==> config.mk <==
export PLATFORM = sky130hd
export DESIGN_NAME = imm_ext_pipe
export DESIGN_NICKNAME = d
export VERILOG_FILES = /design/src/rtl/imm_pkg.sv /design/src/rtl/imm_ext_core.sv /design/src/rtl/imm_ext_pipe.sv
export SDC_FILE = /design/constraint.sdc
export NUM_CORES = 1
export LEC_CHECK = 0
export ABC_AREA = 1
export CAP_MARGIN = 0
export CORE_AREA = 2 2 110 112
export CTS_CLUSTER_SIZE = 28
export DETAILED_ROUTE_END_ITERATION = 8
export DIE_AREA = 0 0 112 114
export SLEW_MARGIN = 15
export SYNTH_ARGS = -nofsm -noshare
export SYNTH_HDL_FRONTEND = slang
export SYNTH_SLANG_ARGS = --single-unit
==> constraint.sdc <==
create_clock -name clk -period 2.79 [get_ports clk]
set_clock_uncertainty 0.15 [all_clocks]
set_input_delay 0.4185 -clock clk [delete_from_list [all_inputs] [get_ports clk]]
set_output_delay 0.4185 -clock clk [all_outputs]
set_load 0.05 [all_outputs]
==> src/rtl/imm_pkg.sv <==
// ============================================================================
// Module      : imm_pkg
// Description : Shared immediate-extension mode encodings and default widths.
// Revision    : 1.0 - initial release
// ============================================================================
`default_nettype none

package imm_pkg;

    localparam int IMM_IN_W  = 16;
    localparam int IMM_OUT_W = 32;

    typedef enum logic [1:0] {
        MODE_SEXT = 2'b00,
        MODE_ZEXT = 2'b01,
        MODE_SHL  = 2'b10,
        MODE_LUI  = 2'b11
    } imm_mode_t;

endpackage

`default_nettype wire

==> src/rtl/imm_ext_core.sv <==
// ============================================================================
// Module      : imm_ext_core
// Description : Combinational immediate extender (sign/zero/shifted/upper).
// Revision    : 1.0 - initial release
// ============================================================================
`default_nettype none

module imm_ext_core
    import imm_pkg::*;
#(
    parameter int IN_W  = IMM_IN_W,
    parameter int OUT_W = IMM_OUT_W,
    parameter int SHAMT = 2
) (
    input  logic [IN_W-1:0]  in_imm,
    input  imm_mode_t        in_mode,
    output logic [OUT_W-1:0] out_imm
);

    logic [OUT_W-1:0] w_sext;
    logic [OUT_W-1:0] w_zext;
    logic [OUT_W-1:0] w_lui;
    logic [OUT_W-1:0] w_shl;

    // Build by overlay so IN_W == OUT_W needs no zero-width replication.
    always_comb begin
        w_sext                 = {OUT_W{in_imm[IN_W-1]}};
        w_sext[IN_W-1:0]       = in_imm;
        w_zext                 = '0;
        w_zext[IN_W-1:0]       = in_imm;
        w_lui                  = '0;
        w_lui[OUT_W-1 -: IN_W] = in_imm;
        w_shl                  = w_sext << SHAMT;
    end

    always_comb begin
        out_imm = w_sext;
        case (in_mode)
            MODE_SEXT: out_imm = w_sext;
            MODE_ZEXT: out_imm = w_zext;
            MODE_SHL:  out_imm = w_shl;
            MODE_LUI:  out_imm = w_lui;
            default:   out_imm = w_sext;
        endcase
    end

endmodule

`default_nettype wire

==> src/rtl/imm_ext_pipe.sv <==
// ============================================================================
// Module      : imm_ext_pipe
// Description : Immediate extender with valid/ready handshake and 2-entry FIFO.
// Revision    : 1.0 - initial release
// ============================================================================
`default_nettype none

module imm_ext_pipe
    import imm_pkg::*;
#(
    parameter int IN_W  = IMM_IN_W,
    parameter int OUT_W = IMM_OUT_W,
    parameter int SHAMT = 2,
    parameter int TAG_W = 5
) (
    input  logic             clk,
    input  logic             rst_n,
    input  logic             in_valid,
    output logic             in_ready,
    input  logic [IN_W-1:0]  in_imm,
    input  logic [1:0]       in_mode,
    input  logic [TAG_W-1:0] in_tag,
    output logic             out_valid,
    input  logic             out_ready,
    output logic [OUT_W-1:0] out_imm,
    output logic [TAG_W-1:0] out_tag
);

    logic [OUT_W-1:0] w_ext;
    logic             w_push;
    logic             w_pop;
    logic [1:0]       w_count_next;

    logic [OUT_W-1:0] r_mem_imm [2];
    logic [TAG_W-1:0] r_mem_tag [2];
    logic             r_wptr;
    logic             r_rptr;
    logic [1:0]       r_count;
    logic             r_in_ready;

    imm_ext_core #(
        .IN_W  (IN_W),
        .OUT_W (OUT_W),
        .SHAMT (SHAMT)
    ) u_core (
        .in_imm  (in_imm),
        .in_mode (imm_mode_t'(in_mode)),
        .out_imm (w_ext)
    );

    assign w_push = in_valid && r_in_ready;
    assign w_pop  = (r_count != 2'd0) && out_ready;

    always_comb begin
        w_count_next = r_count;
        case ({w_push, w_pop})
            2'b10:   w_count_next = r_count + 2'd1;
            2'b01:   w_count_next = r_count - 2'd1;
            default: w_count_next = r_count;
        endcase
    end

    // Storage is reset too so the head entry reads zero while in reset.
    always_ff @(posedge clk or negedge rst_n) begin
        if (!rst_n) begin
            r_mem_imm[0] <= '0;
            r_mem_imm[1] <= '0;
            r_mem_tag[0] <= '0;
            r_mem_tag[1] <= '0;
            r_wptr       <= 1'b0;
            r_rptr       <= 1'b0;
            r_count      <= 2'd0;
            r_in_ready   <= 1'b0;
        end else begin
            if (w_push) begin
                r_mem_imm[r_wptr] <= w_ext;
                r_mem_tag[r_wptr] <= in_tag;
                r_wptr            <= ~r_wptr;
            end
            if (w_pop) begin
                r_rptr <= ~r_rptr;
            end
            r_count    <= w_count_next;
            r_in_ready <= (w_count_next < 2'd2);
        end
    end

    assign in_ready  = r_in_ready;
    assign out_valid = (r_count != 2'd0);
    assign out_imm   = r_mem_imm[r_rptr];
    assign out_tag   = r_mem_tag[r_rptr];

endmodule

`default_nettype wire

# Word-level counts from Yosys, hierarchy flattened
# Index checks and enable logic that the tools add are counted.
[word_totals] ff_bits=79
[op_classes] n_mux=14 n_addsub=2 n_bitwise=4 magnitude_cmp=4 n_eq_ne=5 reduce_logical=5
[ops] op="two-way mux 32 bit" n=4
[ops] op="one-hot mux 32 bit (4 select lines)" n=1
[ops] op="bitwise mux 64 bit" n=1
[ops] op="demux 32 bit (select 1 bit)" n=1
[ops] op="two-way mux 5 bit" n=4
[ops] op="bitwise mux 10 bit" n=1
[ops] op="== test 2 bit (second input constant)" n=3
[ops] op="demux 5 bit (select 1 bit)" n=1
[ops] op="== test 2 x 1 -> 1 bit (second input constant)" n=2
[ops] op="greater-or-equal comparator 2 bit (second input constant)" n=2
[ops] op="NOT 1 -> 2 bit" n=2
[ops] op="one-hot mux 2 bit (2 select lines)" n=1
[ops] op="logical AND 1 bit" n=3
[ops] op="adder 2 x 1 -> 2 bit (second input constant)" n=1
[ops] op="zero test 2 bit" n=1
[ops] op="less-than comparator 2 x 1 -> 1 bit (second input constant)" n=1
[ops] op="less-than comparator 2 bit (second input constant)" n=1
[ops] op="NOT 1 bit" n=2
[ops] op="nonzero test 2 bit" n=1
[ops] op="subtractor 2 x 1 -> 2 bit (second input constant)" n=1

# Depth between registers and ports, before layout
[depth] depth_word=6 mapped_depth=11 ltp_nobuf=11

# Cells and area by module
# A second synthesis with hierarchy kept.
[hier_totals] hier_cells=511 area_unflattened_um2=4046.4
[modules_own_cells] mod="imm_ext_pipe" cells_per_inst=422 seq_area_each_um2=1976.9 instances=1 area_each_um2=3514.6
[modules_own_cells] mod="imm_ext_core" cells_per_inst=89 seq_area_each_um2=0.0 instances=1 area_each_um2=531.8

# Worst setup path after synthesis
# OpenSTA, ideal clock, no wires.
[synth_path] path_type="register to output" from="reg r_rptr" to="out out_imm[0]" path_stages_with_launch=3 path_slack_ps=556 n_path_buf=1 arrival_time_ps=1665 path_cell_list="dfrtp_1 > buf_2 > o21ai_0"
[synth_via] elab_chain_cells=4
[synth_rtl] item="start, declared" line_no="imm_ext_pipe.sv:37" text="logic r_rptr;"
[synth_rtl] item="start signal, assigned" line_no="imm_ext_pipe.sv:81" text="r_rptr <= ~r_rptr;"
[synth_rtl] item="NOT 1 -> 2 bit (implied by the code)" line_no="imm_ext_pipe.sv:90" text="assign out_imm = r_mem_imm[r_rptr];"
[synth_rtl] item="two-way mux 32 bit (implied by the code) (3 in series)" line_no="imm_ext_pipe.sv:90"
[synth_rtl] item="end, declared" line_no="imm_ext_pipe.sv:25" text="output logic [OUT_W-1:0] out_imm,"
# Every way passes these cells. The select of a mux whose other input is x is not followed.

# Worst setup path in the final report
[layout_path] from="reg r_rptr" to="out out_imm[19]"
# The elaborated chain is that of the path after synthesis.

==> results.cfg <==
[pwr]
power_frac_clock_pct = 17.5
switching_power_uw = 3130
seq_power_share_pct = 29.7
p_sw_share_pct = 49.1
p_per_area_nw_per_um2 = 1300
power.leakage_uw = 0.00272
p_int_uw = 3240
pwr-share-comb_pct = 52.8
ir_drop_uv = 497

[logic_synthesis]
yosys.area_share.simple_pct = 39.2
muxShareOfSynthArea_pct = 0
synth-xor-area-share_pct = 0.442
ys_seq_area_share_pct = 49.8
synth_top_family_by_area = simple AND/OR/NAND/NOR gates
synthAdderAreaFrac_pct = 0.315
synth_nets = 570
syn_inst = 542
synth_cell_types = 22
syn_area_per_cell_um2 = 7.32
yosys_warnings = 0
synth_compound_area_share_pct = 2.87
synth_seq_cells = 79
syn-cell-area_um2 = 3970

[global_route]
antenna_found_initial = 0
grt_overflow_total = 0
grt_pass1_wl_mm = 17.2
grt_max_degree = 80
track_usage_pct = 17.0
grt_pass1_vias = 3463

[sta]
worst_slew_pin_slew_ps = 732
drv_slew = 0
relSlewSlack_pct = 51.1
finalSetupViolCount = 0
max_freq_mhz = 437
post-route-min-period_ps = 2290
rsz0062_at_grt = false
finalHoldViolCount = 0
finalSetupTns_ps = 0
timing.final.crit_share_pct = 82.1

[detailed_routing]
wl_mm = 10.4
vias_per_cell = 4.71
drt_iter0_drc = 207
ant_nets = 0
via_count = 3526
dr.pass1.iters = 4
routedWlPerCell_um = 13.9
drc = 0

[worst_setup_path]
cp.arrival_ps = 1720
endpoint_kind = primary output
r2r_cells = 6
crit_chain = inv_2, nand2_1, nand2_1, buf_4
crit_end = out_imm[19]
required_ps = 2220
cp_max_fo = 36
startpoint = r_rptr
r2r_start = in_ready
cp_slowest_cell = inv_2
criticalPathCategory = register to primary output
startpoint_type = register
reg2reg_to = r_mem_tag[6]
critPathMaxStageDelay_ps = 550
rrSetupSlack_ps = 1220
worst_path_most_repeated_cell = nand2_1

[placed_design]
hpwl_mm = 6.75
gp_congestion = 0.824
port_buffers = 65
dp_cells = 731

[clock_tree]
cts_buffers = 9
clk_pin_slew_ps = 70
cts-root-buf = clkbuf_16
clockBufferDepth = 2
ctsHtreeMaxLevel = 3
worstSkewPairLatency_ps = 330
cts.sinks = 79
cts_tree = built
cts_setup_buffers = 0

[worst_hold_path]
worstHoldPathCells = 2
hp-class = register to register

[job]
max-cap-violations = 0

[cells_and_area]
layout_commonest_cell = nand2_1
fillers = 1241
syn2layout_area_growth_pct = 23.4
finalNetCount = 625
finalNonFillerCells = 749
n_antenna_cell = 0
final_cell_mix = nand2_1, dfrtp_1, nand3_1, buf_4, clkdlybuf4s50_1
final_layout_size_suffix_gt1_share_pct = 13.8

[floorplanning]
start_util_pct = 33.9
die_area_um2 = 12800
die_x_um = 112
ios = 66
die_y_um = 114
rows = 40
core_um2 = 11700

[run_status]
status = completed
==> final cells by class <==
type / count / area, um^2 / area share (%)
clock buffer: 9 / 225 / 4.60
clock inverter: 7 / 55.1 / 1.12
inverter: 21 / 83.8 / 1.71
multi-input combinational: 411 / 1700 / 34.7
sequential: 79 / 1980 / 40.4
tap: 147 / 184 / 3.76
timing repair buffer: 75 / 671 / 13.7
==> Yosys cell counts <==
library cell / count / share of area (%)
inv_2: 3 / 0.28
inv_4: 2 / 0.32
buf_2: 14 / 1.8
dfrtp_1: 79 / 50
nor2_1: 2 / 0.19
clkbuf_1: 4 / 0.38
o21ai_2: 5 / 1.1
nor2_2: 1 / 0.16
nor2_4: 2 / 0.57
nand4_1: 1 / 0.16
inv_1: 16 / 1.5
nand2_2: 6 / 0.95
nand3_1: 44 / 5.6
nand2_1: 332 / 31
xnor2_1: 1 / 0.22
buf_4: 7 / 1.3
nand3_2: 1 / 0.25
ha_1: 1 / 0.32
o21ai_0: 8 / 1.0
buf_6: 6 / 1.7
o21ai_1: 6 / 0.76
xor2_1: 1 / 0.22
==> power groups by stage <==
stage	Sequential (uW)	Clock (uW)	Combinational, uW
4_1_cts	1890	1140	3410
2_1_floorplan	1880	0	2430
5_1_grt	1950	1180	3660
3_3_place_gp	1890	0	3360
6_report	1890	1120	3360
3_5_place_dp	1900	0	3400
==> worst min path at each step <==
stage / end / from / slack, ps
floorplan: async pin / rst_n / -30
global placement: r_mem_imm[0] / r_mem_imm[0] / 310
detailed placement: r_mem_imm[0] / r_mem_imm[0] / 310
CTS: r_mem_tag[0] / rst_n / 160
global route: r_mem_imm[0] / r_mem_imm[0] / 340
finish: r_mem_imm[0] / r_mem_imm[0] / 320
==> metal layers <==
metal,vias up,track usage [%],wire length (um)
met2,67,27.7,4910
met3,11,2.76,340
met4,0,6.99,159
li1,1770,-,-
met5,-,0,0
met1,1678,22.8,5020
==> logic make-up (layout without fill, tap and decap cells) <==
family | count (synthesis) | count (layout)
buffers and inverters | 52 | 112
adders and majority gates | 1 | 1
xor gates and xnor gates | 2 | 2
AOI/OAI and AO/OA | 19 | 19
DFF | 79 | 79
and+or+nand+nor | 389 | 389
==> state kept, by name, summed over array words and instances, names as in the netlist, named ones only <==
signal / count
r_rptr: 1
r_mem_tag: 10
in_ready: 1
r_wptr: 1
r_mem_imm: 64
r_count: 1
==> worst max-delay path: cells and delay by family, from the launching register on <==
kind | cells | cell delay, ps
AND/OR/NAND/NOR | 2 | 220
flip-flops | 1 | 410
buffers and inverters | 2 | 750
==> metrics by stage <==
step	area [um^2]	hold WS (ps)	util (%)	total power (uW)	setup WS [ps]
floorplan	3970	-27.1	-	4310	556
finish	4900	321	41.8	6370	500
global placement	4590	305	39.2	5250	739
CTS	4870	164	41.5	6440	457
global route	4900	344	41.8	6790	341
detailed placement	4590	309	39.2	5310	728
==> repair_timing <==
item / 4_1_cts / 5_1_grt
hold endpoints to repair: 0 / 38
hold buffers: 0 / 1
gates resized for setup: 0 / 0
Note: power is estimated with default switching activity, not from simulation.
